===== src/rtl/alu_decode_stage.sv =====
// alu_decode_stage: registered ALU decode stage with NZCV flag register,
// ARM condition evaluation and write gating, valid/ready on both sides.
// Optional illegal-instruction trap is enabled by defining ALU_DECODE_TRAP_EN.
module alu_decode_stage #(
    parameter int unsigned CTRL_W = 3,
    parameter int unsigned CNT_W  = 8
) (
    input  logic              clk,
    input  logic              rst_n,
    input  logic              in_valid,
    output logic              in_ready,
    input  logic [3:0]        cmd,
    input  logic              S,
    input  logic              ALUOp,
    input  logic [3:0]        cond,
    input  logic              reg_write_in,
    input  logic              mem_write_in,
    output logic              out_valid,
    input  logic              out_ready,
    output logic [CTRL_W-1:0] ALUControl,
    output logic [1:0]        FlagW,
    output logic              NoWrite,
    output logic              reg_write_out,
    output logic              mem_write_out,
    output logic              cond_ex,
    input  logic [3:0]        alu_flags,
    output logic [3:0]        flags,
    output logic [CNT_W-1:0]  illegal_cnt
`ifdef ALU_DECODE_TRAP_EN
    ,
    output logic              trap,
    input  logic              trap_clr
`endif
);

    localparam logic [2:0] OP_ADD = 3'd0;
    localparam logic [2:0] OP_SUB = 3'd1;
    localparam logic [2:0] OP_AND = 3'd2;
    localparam logic [2:0] OP_ORR = 3'd3;
    localparam logic [2:0] OP_EOR = 3'd4;
    localparam logic [2:0] OP_MOV = 3'd5;
    // A 2-bit opcode cannot encode EOR/MOV, so they become illegal.
    localparam bit NARROW = (CTRL_W < 3);

`ifdef ALU_DECODE_TRAP_EN
    typedef enum logic [1:0] {EMPTY = 2'd0, FULL = 2'd1, TRAP = 2'd2} state_t;
`else
    typedef enum logic [1:0] {EMPTY = 2'd0, FULL = 2'd1} state_t;
`endif

    state_t     state_q;
    state_t     state_d;
    logic       accept;
    logic [2:0] dec_op;
    logic [1:0] dec_flagw;
    logic       dec_nowrite;
    logic       dec_cmp;
    logic       dec_arith;
    logic       dec_illegal;
    logic [3:0] cond_r;
    logic       reg_write_r;
    logic       mem_write_r;
    logic       flag_upd;
`ifdef ALU_DECODE_TRAP_EN
    logic       illegal_r;
`endif

    // Decode cmd/S/ALUOp into opcode, flag mask, NoWrite and legality.
    always_comb begin
        dec_op      = OP_ADD;
        dec_cmp     = 1'b0;
        dec_arith   = 1'b1;
        dec_illegal = 1'b0;
        dec_flagw   = 2'b00;
        if (ALUOp) begin
            case (cmd)
                4'b0100: dec_op = OP_ADD;
                4'b0010: dec_op = OP_SUB;
                4'b0000: begin dec_op = OP_AND; dec_arith = 1'b0; end
                4'b1100: begin dec_op = OP_ORR; dec_arith = 1'b0; end
                4'b0001: begin dec_op = OP_EOR; dec_arith = 1'b0; end
                4'b1101: begin dec_op = OP_MOV; dec_arith = 1'b0; end
                4'b1010: begin dec_op = OP_SUB; dec_cmp = 1'b1; end
                4'b1011: begin dec_op = OP_ADD; dec_cmp = 1'b1; end
                4'b1000: begin dec_op = OP_AND; dec_cmp = 1'b1; dec_arith = 1'b0; end
                default: dec_illegal = 1'b1;
            endcase
            if (dec_cmp && !S) begin
                dec_illegal = 1'b1;
            end
            if (NARROW && dec_op[2]) begin
                dec_illegal = 1'b1;
            end
            if (S) begin
                dec_flagw = dec_arith ? 2'b11 : 2'b10;
            end
        end
        dec_nowrite = dec_cmp;
        if (dec_illegal) begin
            dec_op      = OP_ADD;
            dec_flagw   = 2'b00;
            dec_nowrite = 1'b1;
        end
    end

    // State register.
    always_ff @(posedge clk or negedge rst_n) begin
        if (!rst_n) begin
            state_q <= EMPTY;
        end else begin
            state_q <= state_d;
        end
    end

    // Next-state and handshake logic.
    always_comb begin
        state_d  = state_q;
        in_ready = 1'b0;
        case (state_q)
            EMPTY: begin
                in_ready = 1'b1;
                if (in_valid) begin
                    state_d = FULL;
                end
            end
            FULL: begin
                in_ready = out_ready;
`ifdef ALU_DECODE_TRAP_EN
                if (illegal_r) begin
                    in_ready = 1'b0;
                end
`endif
                if (out_ready) begin
                    state_d = (in_valid && in_ready) ? FULL : EMPTY;
                end
`ifdef ALU_DECODE_TRAP_EN
                if (out_ready && illegal_r) begin
                    state_d = TRAP;
                end
`endif
            end
`ifdef ALU_DECODE_TRAP_EN
            TRAP: begin
                if (trap_clr) begin
                    state_d = EMPTY;
                end
            end
`endif
            default: state_d = EMPTY;
        endcase
    end

    assign accept    = in_valid & in_ready;
    assign out_valid = (state_q == FULL);
`ifdef ALU_DECODE_TRAP_EN
    assign trap      = (state_q == TRAP);
`endif

    // Capture the decoded request on acceptance; hold otherwise.
    always_ff @(posedge clk or negedge rst_n) begin
        if (!rst_n) begin
            ALUControl  <= '0;
            FlagW       <= 2'b00;
            NoWrite     <= 1'b0;
            cond_r      <= 4'b0000;
            reg_write_r <= 1'b0;
            mem_write_r <= 1'b0;
`ifdef ALU_DECODE_TRAP_EN
            illegal_r   <= 1'b0;
`endif
        end else if (accept) begin
            ALUControl  <= CTRL_W'(dec_op);
            FlagW       <= dec_flagw;
            NoWrite     <= dec_nowrite;
            cond_r      <= cond;
            reg_write_r <= reg_write_in & ~dec_illegal;
            mem_write_r <= mem_write_in & ~dec_illegal;
`ifdef ALU_DECODE_TRAP_EN
            illegal_r   <= dec_illegal;
`endif
        end
    end

    // ARM condition evaluation against the architectural flags.
    always_comb begin
        cond_ex = 1'b0;
        case (cond_r)
            4'b0000: cond_ex = flags[2];
            4'b0001: cond_ex = ~flags[2];
            4'b0010: cond_ex = flags[1];
            4'b0011: cond_ex = ~flags[1];
            4'b0100: cond_ex = flags[3];
            4'b0101: cond_ex = ~flags[3];
            4'b0110: cond_ex = flags[0];
            4'b0111: cond_ex = ~flags[0];
            4'b1000: cond_ex = flags[1] & ~flags[2];
            4'b1001: cond_ex = ~flags[1] | flags[2];
            4'b1010: cond_ex = (flags[3] == flags[0]);
            4'b1011: cond_ex = (flags[3] != flags[0]);
            4'b1100: cond_ex = ~flags[2] & (flags[3] == flags[0]);
            4'b1101: cond_ex = flags[2] | (flags[3] != flags[0]);
            4'b1110: cond_ex = 1'b1;
            default: cond_ex = 1'b0;
        endcase
    end

    assign reg_write_out = out_valid & cond_ex & reg_write_r & ~NoWrite;
    assign mem_write_out = out_valid & cond_ex & mem_write_r;
    assign flag_upd      = out_valid & out_ready & cond_ex;

    // NZCV register; new flags become visible the cycle after consumption.
    always_ff @(posedge clk or negedge rst_n) begin
        if (!rst_n) begin
            flags <= 4'b0000;
        end else if (flag_upd) begin
            if (FlagW[1]) begin
                flags[3:2] <= alu_flags[3:2];
            end
            if (FlagW[0]) begin
                flags[1:0] <= alu_flags[1:0];
            end
        end
    end

    // Saturating count of accepted illegal requests.
    always_ff @(posedge clk or negedge rst_n) begin
        if (!rst_n) begin
            illegal_cnt <= '0;
        end else if (accept && dec_illegal && (illegal_cnt != {CNT_W{1'b1}})) begin
            illegal_cnt <= illegal_cnt + CNT_W'(1);
        end
    end

endmodule


===== config.mk =====
export PLATFORM = sky130hd
export DESIGN_NAME = alu_decode_stage
export DESIGN_NICKNAME = d
export VERILOG_FILES = /design/src/rtl/alu_decode_stage.sv
export SDC_FILE = /design/constraint.sdc
export NUM_CORES = 1
export LEC_CHECK = 0
export ABC_AREA = 1
export CORE_MARGIN = 3
export CORE_UTILIZATION = 47
export CTS_CLUSTER_SIZE = 14
export DETAILED_ROUTE_END_ITERATION = 10
export PLACE_DENSITY_LB_ADDON = 0.1
export SYNTH_ARGS = -nofsm -noshare
export SYNTH_HDL_FRONTEND = slang
export SYNTH_SLANG_ARGS = --single-unit

===== constraint.sdc =====
create_clock -name clk -period 1.9 [get_ports clk]
set_input_delay 0.38 -clock clk [delete_from_list [all_inputs] [get_ports clk]]
set_output_delay 0.38 -clock clk [all_outputs]
set_load 0.02 [all_outputs]

# Word level (Yosys, flattened, before mapping)
# Index checks and enable logic that the tools add are counted.
# word_totals
elab_cells,96
ff_bits,26
inputBits,20
out_inout_bits,23
# op_classes
n_eq_ne,28
reduce_logical,16
n_addsub,1
n_mux,22
bitwise,19
# op_table
cell,count
$eq A4 B4 Y1 const B,12
$eq A4 B3 Y1 const B,5
$pmux W1 S15,1
$pmux W3 S5,1
$eq A4 B2 Y1 const B,3
$and A1 B1 Y1,11
$mux W1,11
$mux W2,5
$reduce_or A9 Y1,1
$add A8 B1 Y8 const B,1
$eq A4 B1 Y1 const B,2
$logic_not A4 Y1,2
$ne A8 B8 Y1 const B,1
$mux W3,2
$not A1 Y1,6
$reduce_and A2 Y1,3
$reduce_or A5 Y1,1
$logic_and A1 B1 Y1,4
$pmux W2 S2,1
$reduce_or A2 Y1,2
$reduce_or A3 Y1,1
$eq A2 B1 Y1 const B,1
$logic_not A2 Y1,1
$ne A2 B1 Y1 const B,1
other kinds (6),7

# Logic depth before layout (Yosys ltp)
# logic_depth
ltp_word,9
ltp_mapped,11
ltp_nobuf,11

# Least setup slack after synthesis
# No wires, ideal clock.
# synth_path
path_kind,register to output
from,reg flags[0]
to,out mem_write_out
arrival_time_ns,1.528
required_ns,1.520
path_buffers,0
path_stages_with_launch,9
setup_slack_ns,-0.008
cell_sequence,dfrtp_1 inv_1 nand2_1 nand2_1 o21ai_1 o21ai_1 nand2_2 nand2_1 nor2_1
# synth_via
elab_chain_len,5
word_cells_on_any_way,8
cone_classes,eq/ne: 2; mux: 1; bitwise: 5
# synth_rtl
element,line,rtl
from (decl),27,"output logic [3:0] flags,"
from (signal assigned),220,flags[1:0] <= alu_flags[1:0];
$ne A1 B1 Y1 / $eq A1 B1 Y1 (equally long branches),--,
$or A1 B1 Y1 / $and A1 B1 Y1 (equally long branches),"201, 200",
$pmux W1 S15 *,187,case (cond_r)
via cond_ex,25,"output logic cond_ex,"
$and A1 B1 Y1 * (2 in series),208,assign mem_write_out = out_valid & cond_ex & mem_write_r;
to (decl),24,"output logic mem_write_out,"
# The timed path passes the listed nets; every way through them passes the cells marked *.

# Final worst setup path
# layout_path
from,reg flags[3]
to,out cond_ex
# layout_via
elab_chain_len,3
word_cells_on_any_way,6
cone_classes,eq/ne: 2; mux: 1; bitwise: 3
# layout_rtl
element,line,rtl
from (signal assigned),217,flags[3:2] <= alu_flags[3:2];
$ne A1 B1 Y1 / $eq A1 B1 Y1 (equally long branches),--,
$or A1 B1 Y1 / $and A1 B1 Y1 (equally long branches),"201, 200",
$pmux W1 S15 *,187,
to (decl),25,
# Every way passes the cells marked *; elsewhere a longest branch is shown, timed or not.

==> results.json <==
{
  "reg2regPathDepth": 7,
  "slew-limit-headroom_pct": 78.7,
  "post-place-ws_ns": -0.322,
  "synthesis.nets": 221,
  "grtUsageTotal_pct": 18.1,
  "vdd_drop_max_mv": 0.622,
  "drt_wl_total_um": 3440,
  "worstPathCellList": "inv_1 > nand2_1 > nand2_1 > o21ai_2 > nand2_1 > o21ai_1 > nand2_2 > buf_4 > buf_4",
  "outcome": "finished with violations",
  "clk_latency_ns": 0.33,
  "grt.met2_usage_pct": 32.8,
  "multi_input_area_um2": 763,
  "cts-root-buf": "clkbuf_4",
  "clock.fmax_ghz": 0.484,
  "gp_congestion": 0.926,
  "critical-path-top-delay-family": "flip-flops",
  "timing.final.max_slew_violations": 0,
  "final_area_mm2": 0.00219,
  "drtPass1Iterations": 4,
  "placed_area_mm2": 0.00210,
  "synth_largest_area_cell": "dfrtp_1",
  "synth_top_area_share_pct": 41.9,
  "use_met1_pct": 21.8,
  "rsz0062_at_grt": "yes",
  "hold_viol": 0,
  "final.period_utilization_pct": 109,
  "finalSetupViolations": 3,
  "grt_max_degree": 26,
  "yosysMostFrequentCell": "nand2_1",
  "finalNetCount": 290,
  "fin_skew_ns": 0.00508,
  "die_w_um": 62.3,
  "yosys-top-cells-count": "nand2_1 (63), inv_1 (26), dfrtp_1 (25), nor2_1 (15), nand3_1 (14)",
  "yosysSeqAreaShare_pct": 41.9,
  "power_uw": 2000,
  "regToRegSetupSlack_ns": 0.31,
  "drc_errors": 0,
  "vias_per_cell": 4.73,
  "max_cap_violations": 0,
  "globalRouteMet3Util_pct": 2.52,
  "yosys_warnings": 0,
  "dieArea_mm2": 0.00389,
  "cp-start-kind": "flop",
  "ys.flop_type": "dfrtp_1",
  "std_cell_rows": 19,
  "final_layout_size_suffix_gt1_share_pct": 25.0,
  "port_buffers": 42,
  "finalWorstPathRequiredPeriod_ns": 2.07,
  "path_buf_inv": 3,
  "crit_required_ns": 1.52,
  "clkSinkCount": 25,
  "synth_area_leaders": "dfrtp_1 (42%), nand2_1 (16%), inv_1 (6.5%), nand3_1 (4.7%), o21ai_2 (4.1%)",
  "end_kind": "output port",
  "yosysUniqueCellTypes": 26,
  "crit_arrival_ns": 1.69,
  "fill_cells": 241,
  "post-route-util_pct": 76.0,
  "routedWlPerCell_um": 11.1,
  "grt_pass1_vias": 1357,
  "crit_path_frequent_cell": "nand2_1",
  "clk_pin_slew_ns": 0.15,
  "place_hpwl_um": 2660,
  "core_mm2": 0.00288,
  "synth_seq_cells": 25,
  "setup.worst_path.class": "reg2out",
  "cts_max_level": 1,
  "reg2reg_to": "illegal_cnt[7]$_DFFE_PN0P_",
  "synth.avg_cell_area_um2": 7.46,
  "busiest_layer": "met2",
  "synth_cells": 200,
  "placed_cells": 302,
  "power_density_mw_per_mm2": 914,
  "crit_fanout": 7,
  "area_delta_synth_final_pct": 46.6,
  "synth-async-reset-ratio_pct": 100,
  "final_cells": 310,
  "leakage_uw": 0.00107,
  "cts_max_path_buffers": 2,
  "ant_nets": 0,
  "ios": 43,
  "cpMaxStageDelayCell": "dfrtp_2",
  "numCtsBuffers": 3,
  "initial_core_util_pct": 51.8,
  "cts_tree": "built",
  "vias": 1466,
  "grt_pass1_wl_um": 5820,
  "synth_edf_count": 0,
  "path_depth": 9,
  "dr.first_iter.drc_count": 62,
  "violations": "negative setup slack",
  "setup_slack_ns": -0.167,
  "antenna_found_initial": 0,
  "worstSetupStartpoint": "flags[3]$_DFFE_PN0P_",
  "final-seq-area_um2": 631,
  "rr_startpoint": "illegal_cnt[0]$_DFFE_PN0P_",
  "die_height_um": 62.3,
  "gr-total-overflow": 0,
  "min_path_type": "in2async",
  "tightest_slew_ns": 0.319,
  "netlist_area_mm2": 0.00149,
  "diodes": 0,
  "max_stage_delay_ns": 0.48
}
worst max-delay path by stage:
stage / endpoint
finish: cond_ex
CTS: cond_ex
floorplan: mem_write_out
global placement: reg_write_out
global route: cond_ex
detailed placement: reg_write_out
sequential cells by signal, indices dropped and copies added (netlist names), 2 cells and up:
name	count
illegal_cnt	8
ALUControl	3
cond_r	4
flags	4
FlagW	2
layout make-up:
class / instances / area share (%)
Tap cell: 42 / 2.40
Timing Repair Buffer: 66 / 27.6
Sequential cell: 25 / 28.8
Multi-Input combinational cell: 144 / 34.9
Clock inverter: 1 / 0.229
Clock buffer: 3 / 1.03
Inverter: 29 / 4.98
kinds of logic after synthesis:
group | share of synthesized area (%)
compound gates | 9.98
buf+inv | 8.39
simple gates | 35.3
fa+ha+maj | 0.839
flops | 41.9
xor+xnor | 3.52
cell usage in the layout, fill, tap and decap left out:
master           Yosys  layout
o21ai_0              8       8
xor2_1               2       2
dlymetal6s2s_1       0       3
clkinv_2             0       1
nand2_1             63      62
nor2_1              15      12
a21oi_1              4       3
xnor2_1              4       4
nand4_1              8       8
inv_1               26      23
clkdlybuf4s50_1      0      35
nand3_2              1       1
nand2_4              1       1
o31ai_1              1       1
nor2_4               1       2
o21ai_1              2       1
nand3_1             14      14
inv_2                3       6
nor3_1               2       2
nand2_2              5       6
buf_4                0      26
ha_1                 1       1
a21oi_2              0       1
nor2_2               2       4
o21ai_2              7       8
nor3_2               1       1
nand3_4              1       1
a22o_2               1       1
dfrtp_2              0       4
buf_6                1       1
dfrtp_1             25      21
clkbuf_4             0       3
dlygate4sd2_1        0       1
timing repair:
| action | CTS | global route |
|---|---|---|
| hold buffers | 0 | 0 |
| resized for setup | 26 | 8 |
| pin swaps | 1 | 1 |
| buffers inserted | 3 | 1 |
| setup endpoints to repair | 5 | 7 |
metrics by stage:
step / hold WS (ns) / TNS (ns)
final: 0.389 / -0.467
after global routing: 0.417 / -0.943
after CTS: 0.400 / -0.474
after floorplan: 0.0844 / -0.00834
after detailed placement: 0.484 / -1.22
after global placement: 0.487 / -1.13
power by group:
| part | leakage [uW] | switching [uW] | internal (uW) |
|---|---|---|---|
| clock | 0.0000177 | 172 | 79.0 |
| combinational | 0.000738 | 507 | 472 |
| sequential | 0.000319 | 134 | 633 |
worst register-to-register path: stages, from the launching register on:
cell and delay (ns):
dfrtp_1 0.45, ha_1 0.21, nand3_1 0.12, nor2_1 0.16, nand4_1 0.18, nand3_4 0.26
nand2_1 0.10, o21ai_2 0.06
metal layers:
metal / routed length (um) / part of all wire (%)
met5: 0 / 0
met3: 140 / 4.1
met2: 1760 / 51
met1: 1480 / 43
met4: 57 / 1.7
Power figures use the tool's default switching activity.
==> RTL edit 1, RTL diff (config.mk and constraints unchanged) <==
Set the parameter `CTRL_W` to 4 (it was 3).
--- a/src/rtl/alu_decode_stage.sv
+++ b/src/rtl/alu_decode_stage.sv
@@ -2,7 +2,7 @@
 // ARM condition evaluation and write gating, valid/ready on both sides.
 // Optional illegal-instruction trap is enabled by defining ALU_DECODE_TRAP_EN.
 module alu_decode_stage #(
-    parameter int unsigned CTRL_W = 3,
+    parameter int unsigned CTRL_W = 4,
     parameter int unsigned CNT_W  = 8
 ) (
     input  logic              clk,
Ports: changed (resized ALUControl); port bits go from 43 to 44. The function was not compared with the original's and may differ.
==> RTL edit 1 against the unedited design <==
  * The run still ends with setup timing left
  * Die area up 2.0%
  * Clock power down 8.4%
  * First-iteration DRC count up 24%
  * Clock skew down 0.0026 ns
  * Count of clock-buffer cells in the layout up 1
  * Synthesized area up 2.3%
  * Combinational power up 16%
  * Sequential cell count unchanged
  * Worst setup slack better by 0.032 ns
  * Design area up 1.8%
  * Routed wire length up 3.1%
  * Critical path depth up 2
  * Total power up 7.8%
  * Maximum frequency up 1.6%
==> RTL edit 1: results (changes against the unedited design) <==
.. list-table::
   :header-rows: 1

   * - Metric
     - Value
   * - Result of the run
     - finished with violations (unchanged)
   * - Failing checks
     - setup timing (unchanged)
   * - Post-route clock skew
     - 0.00248 ns (was 0.00508 ns)
   * - Weighted congestion reported at the end of routability-driven placement
     - 0.890 (was 0.926)
   * - Setup Slack @ Placement
     - -0.248 ns (was -0.322 ns)
   * - Met3 demand-to-capacity share in global routing
     - 0.0234 (was 0.0252)
   * - Post-route non-filler standard cell count
     - 311 (was 310)
   * - Met3 Wirelength
     - 102 µm (was 140 µm)
   * - Global-route wire length before repair
     - 6180 µm (was 5820 µm)
   * - Origin of the critical flop-to-flop path
     - illegal_cnt[1]$_DFFE_PN0P_ (was illegal_cnt[0]$_DFFE_PN0P_)
   * - Routed metal-1 wire length
     - 1550 µm (was 1480 µm)
   * - Met2 Wirelength
     - 1870 µm (was 1760 µm)
   * - Worst reg2reg endpoint
     - illegal_cnt[0]$_DFFE_PN0P_ (was illegal_cnt[7]$_DFFE_PN0P_)
   * - Worst supply voltage drop on vdd
     - 0.551 mV (was 0.622 mV)
   * - Share of the synthesized area in compound gates (AO/OA/AOI/OAI)
     - 0.122 (was 0.0998)
   * - Detailed Route Iter0 Violations
     - 77 (was 62)
   * - Top post-synthesis cells by count
     - nand2_1 (64), dfrtp_1 (25), inv_1 (25) (was nand2_1 (63), inv_1 (26), dfrtp_1 (25))
   * - Post-synthesis cell type count
     - 35 (was 26)
   * - Via count of the first global-routing pass
     - 1455 (was 1357)
   * - Register-to-register path setup slack
     - 0.28 ns (was 0.31 ns)
   * - Synth Cell Area
     - 0.00153 mm² (was 0.00149 mm²)
   * - Final HPWL from detailed placement
     - 2820 µm (was 2660 µm)
   * - Area after detailed placement
     - 0.00215 mm² (was 0.00210 mm²)
   * - Adder-cell share of the synthesized area
     - 0.00820 (was 0.00839)
   * - Post-Syn Nets
     - 218 (was 221)
   * - Mean Syn Cell Area
     - 7.74 µm² (was 7.46 µm²)
   * - Biggest cell delay along the critical path
     - 0.44 ns (was 0.48 ns)
   * - Global-route met2 utilization
     - 0.349 (was 0.328)
   * - Count of cells along the worst register-to-register path
     - 6 (was 7)
   * - Placed Cells
     - 303 (was 302)
   * - Final setup violating endpoints
     - 3 (unchanged)
   * - CP endpoint
     - mem_write_out (was cond_ex)
   * - Detail-routed via count per cell
     - 4.82 (was 4.73)
   * - Sequential area share after synthesis
     - 0.410 (was 0.419)
   * - Launch point of the worst path
     - flags[0]$_DFFE_PN0P_ (was flags[3]$_DFFE_PN0P_)
   * - All-Layer GR Usage
     - 0.190 (was 0.181)
   * - Leak
     - 1.12 nW (was 1.07 nW)
   * - Clock latency of the later-clocked register in the worst-skew pair
     - 0.31 ns (was 0.33 ns)
   * - Slowest stage cell on the critical path
     - dfrtp_1 (was dfrtp_2)
   * - Tightest hold margin
     - 0.405 ns (was 0.389 ns)
   * - Smallest setup slack after layout
     - -0.135 ns (was -0.167 ns)
## RTL edit 1: cell count changes in the layout (fill, tap and decap cells not counted), sizes merged, moves of 2 or more
| cell | unedited run | this run |
|---|---|---|
| a211oi | 0 | 2 |
| buf | 27 | 30 |
| inv | 29 | 27 |
| nand3b | 0 | 2 |
| nand4 | 8 | 5 |
| nor2 | 18 | 12 |
| xnor2 | 4 | 2 |
| xor2 | 2 | 5 |
## RTL edit 1: area by class of cell
class	instances	area [µm²]
Clock buffer	4	26.3
Fill cell	262	853
Inverter	27	101
Multi-Input combinational cell	142	787
Sequential cell	25	629
Tap cell	44	55.1
Timing Repair Buffer	69	626
## RTL edit 1: report_power, final
part	leakage, nW	total, W	internal (W)	switching, W
Sequential	0.318	0.000781	0.000647	0.000134
Clock	0.0150	0.000230	0.0000820	0.000148
Combinational	0.790	0.00114	0.000546	0.000596
==> RTL edit 2, RTL diff (same flow settings) <==
Without the edit above. Register the output `illegal_cnt` once more, without a reset; this adds one clock of latency there. The other outputs are not delayed to match.
--- a/src/rtl/alu_decode_stage.sv
+++ b/src/rtl/alu_decode_stage.sv
@@ -42,6 +42,8 @@
     // A 2-bit opcode cannot encode EOR/MOV, so they become illegal.
     localparam bit NARROW = (CTRL_W < 3);
 
+    logic [CNT_W-1:0] illegal_cnt_s0;
+
 `ifdef ALU_DECODE_TRAP_EN
     typedef enum logic [1:0] {EMPTY = 2'd0, FULL = 2'd1, TRAP = 2'd2} state_t;
 `else
@@ -225,10 +227,14 @@
     // Saturating count of accepted illegal requests.
     always_ff @(posedge clk or negedge rst_n) begin
         if (!rst_n) begin
-            illegal_cnt <= '0;
-        end else if (accept && dec_illegal && (illegal_cnt != {CNT_W{1'b1}})) begin
-            illegal_cnt <= illegal_cnt + CNT_W'(1);
-        end
+            illegal_cnt_s0 <= '0;
+        end else if (accept && dec_illegal && (illegal_cnt_s0 != {CNT_W{1'b1}})) begin
+            illegal_cnt_s0 <= illegal_cnt_s0 + CNT_W'(1);
+        end
+    end
+
+    always_ff @(posedge clk) begin
+        illegal_cnt <= illegal_cnt_s0;
     end
 
 endmodule
Formal check against the unedited RTL: not equivalent (a bounded check fails within 4 cycles, from zero or initial values and one cycle with rst_n low).
==> RTL edit 2 against the unedited design <==
  * Sequential cell count is 8 higher
  * Design area increased by 14%
  * Total power increased by 25%
  * Combinational power up 13%
  * Critical path type unchanged
  * Sequential share of layout area grew 2.8 points
  * Via count rose by 11%
  * The flow still finishes with violations (setup timing)
  * Clock power increased by 53%
  * Worst setup slack got worse by 0.13 ns
  * Largest power group unchanged
  * Synthesized area grew 12%
  * Routed wire length up 24%
==> RTL edit 2: results (changes against the unedited design) <==
.. list-table::
   :header-rows: 1

   * - Metric
     - Value
   * - All-Layer GR Usage
     - 0.201 (was 0.181)
   * - Biggest cell delay along the critical path
     - 0.46 ns (was 0.48 ns)
   * - Clock slew seen by the registers of the worst setup and hold paths
     - 0.11 ns (was 0.15 ns)
   * - Aggregate routed wire length
     - 4270 µm (was 3440 µm)
   * - Aggregate negative setup slack
     - -0.833 ns (was -0.467 ns)
   * - Failing checks
     - setup timing (unchanged)
   * - Area after detailed placement
     - 0.00231 mm² (was 0.00210 mm²)
   * - Result of the run
     - finished with violations (unchanged)
   * - Ranking of synthesized cells by area
     - dfrtp_1 (37%), nand2_1 (13%), dfxtp_1 (9.6%) (was dfrtp_1 (42%), nand2_1 (16%), inv_1 (6.5%))
   * - Adder-cell share of the synthesized area
     - 0.00749 (was 0.00839)
   * - Smallest setup slack after layout
     - -0.297 ns (was -0.167 ns)
   * - Registers with the highest flip-flop counts
     - illegal_cnt (8), illegal_cnt_s0 (8) (was illegal_cnt (8), cond_r (4), flags (4))
   * - Worst supply voltage drop on vdd
     - 0.754 mV (was 0.622 mV)
   * - Post-route clock skew
     - 0.0106 ns (was 0.00508 ns)
   * - Sequential area share after synthesis
     - 0.470 (was 0.419)
   * - Routed vias
     - 1632 (was 1466)
   * - Tightest hold margin
     - 0.399 ns (was 0.389 ns)
   * - Fraction of final layout cells sized beyond drive strength 1
     - 0.296 (was 0.250)
   * - CP endpoint
     - reg_write_out (was cond_ex)
   * - Post-synthesis async set-or-reset flop share
     - 0.758 (was 1.00)
   * - Weighted congestion reported at the end of routability-driven placement
     - 0.869 (was 0.926)
   * - Top post-synthesis cells by count
     - nand2_1 (60), dfrtp_1 (25), inv_1 (25) (was nand2_1 (63), inv_1 (26), dfrtp_1 (25))
   * - Share of the synthesized area in compound gates (AO/OA/AOI/OAI)
     - 0.120 (was 0.0998)
   * - Setup Slack @ Placement
     - -0.275 ns (was -0.322 ns)
   * - Worst reg2reg endpoint
     - flags[3]$_DFFE_PN0P_ (was illegal_cnt[7]$_DFFE_PN0P_)
   * - Total CTS buffers
     - 5 (was 3)
   * - Final setup violating endpoints
     - 3 (unchanged)
   * - Leak
     - 1.17 nW (was 1.07 nW)
   * - Cell-internal power
     - 0.00152 W (was 0.00118 W)
-- RTL edit 2: critical path: cells and delay by family, from the launching register on --
family / cells / cell delay [ns]
and+or+nand+nor: 9 / 0.71
DFF: 1 / 0.46
buffers and inverters: 2 / 0.32
-- RTL edit 2: power by group through the flow --
stage               Combinational [W]  Sequential, W  Clock [W]
global route                  0.00121        0.00103   0.000432
detailed placement           0.000990        0.00101          0
finish                        0.00111        0.00101   0.000384
floorplan                    0.000416        0.00110          0
global placement             0.000986        0.00100          0
CTS                           0.00101       0.000997   0.000399
-- RTL edit 2: kinds of logic (layout without fill, tap and decap cells) --
logic type,count (synthesis),in the layout
buffers and inverters,28,108
xor gates and xnor gates,7,7
adders and majority gates,1,1
AOI/OAI and AO/OA,27,27
and+or+nand+nor,108,108
DFF,33,33
-- RTL edit 2: metal layers --
metal | track usage | vias to the layer above | wire length, µm
met5 | 0 | - | 0
met4 | 0.0829 | 0 | 89
met3 | 0.0496 | 9 | 322
met2 | 0.321 | 62 | 2130
met1 | 0.260 | 743 | 1730
li1 | - | 818 | -
-- RTL edit 2: what timing repair did --
item | CTS | global route
endpoints found under the setup margin | 4 | 4
setup buffers | 3 | 6
pin swaps | 0 | 6
resized for setup | 25 | 21
-- RTL edit 2: final cells by class --
class / instances / area [µm²]
fillers: 239 / 892
multi-input cells: 143 / 833
flip-flops and latches: 33 / 790
repair buffers: 74 / 664
inverters: 26 / 97.6
well taps: 46 / 57.6
clock buffers: 5 / 37.5
clock inverters: 3 / 17.5
-- RTL edit 2: metrics by stage --
step	instances	utilization	total power, W
2_1_floorplan	204	-	0.00152
3_5_place_dp	313	0.682	0.00200
5_1_grt	330	0.737	0.00268
3_3_place_gp	313	0.682	0.00199
6_report	330	0.737	0.00251
4_1_cts	324	0.705	0.00240
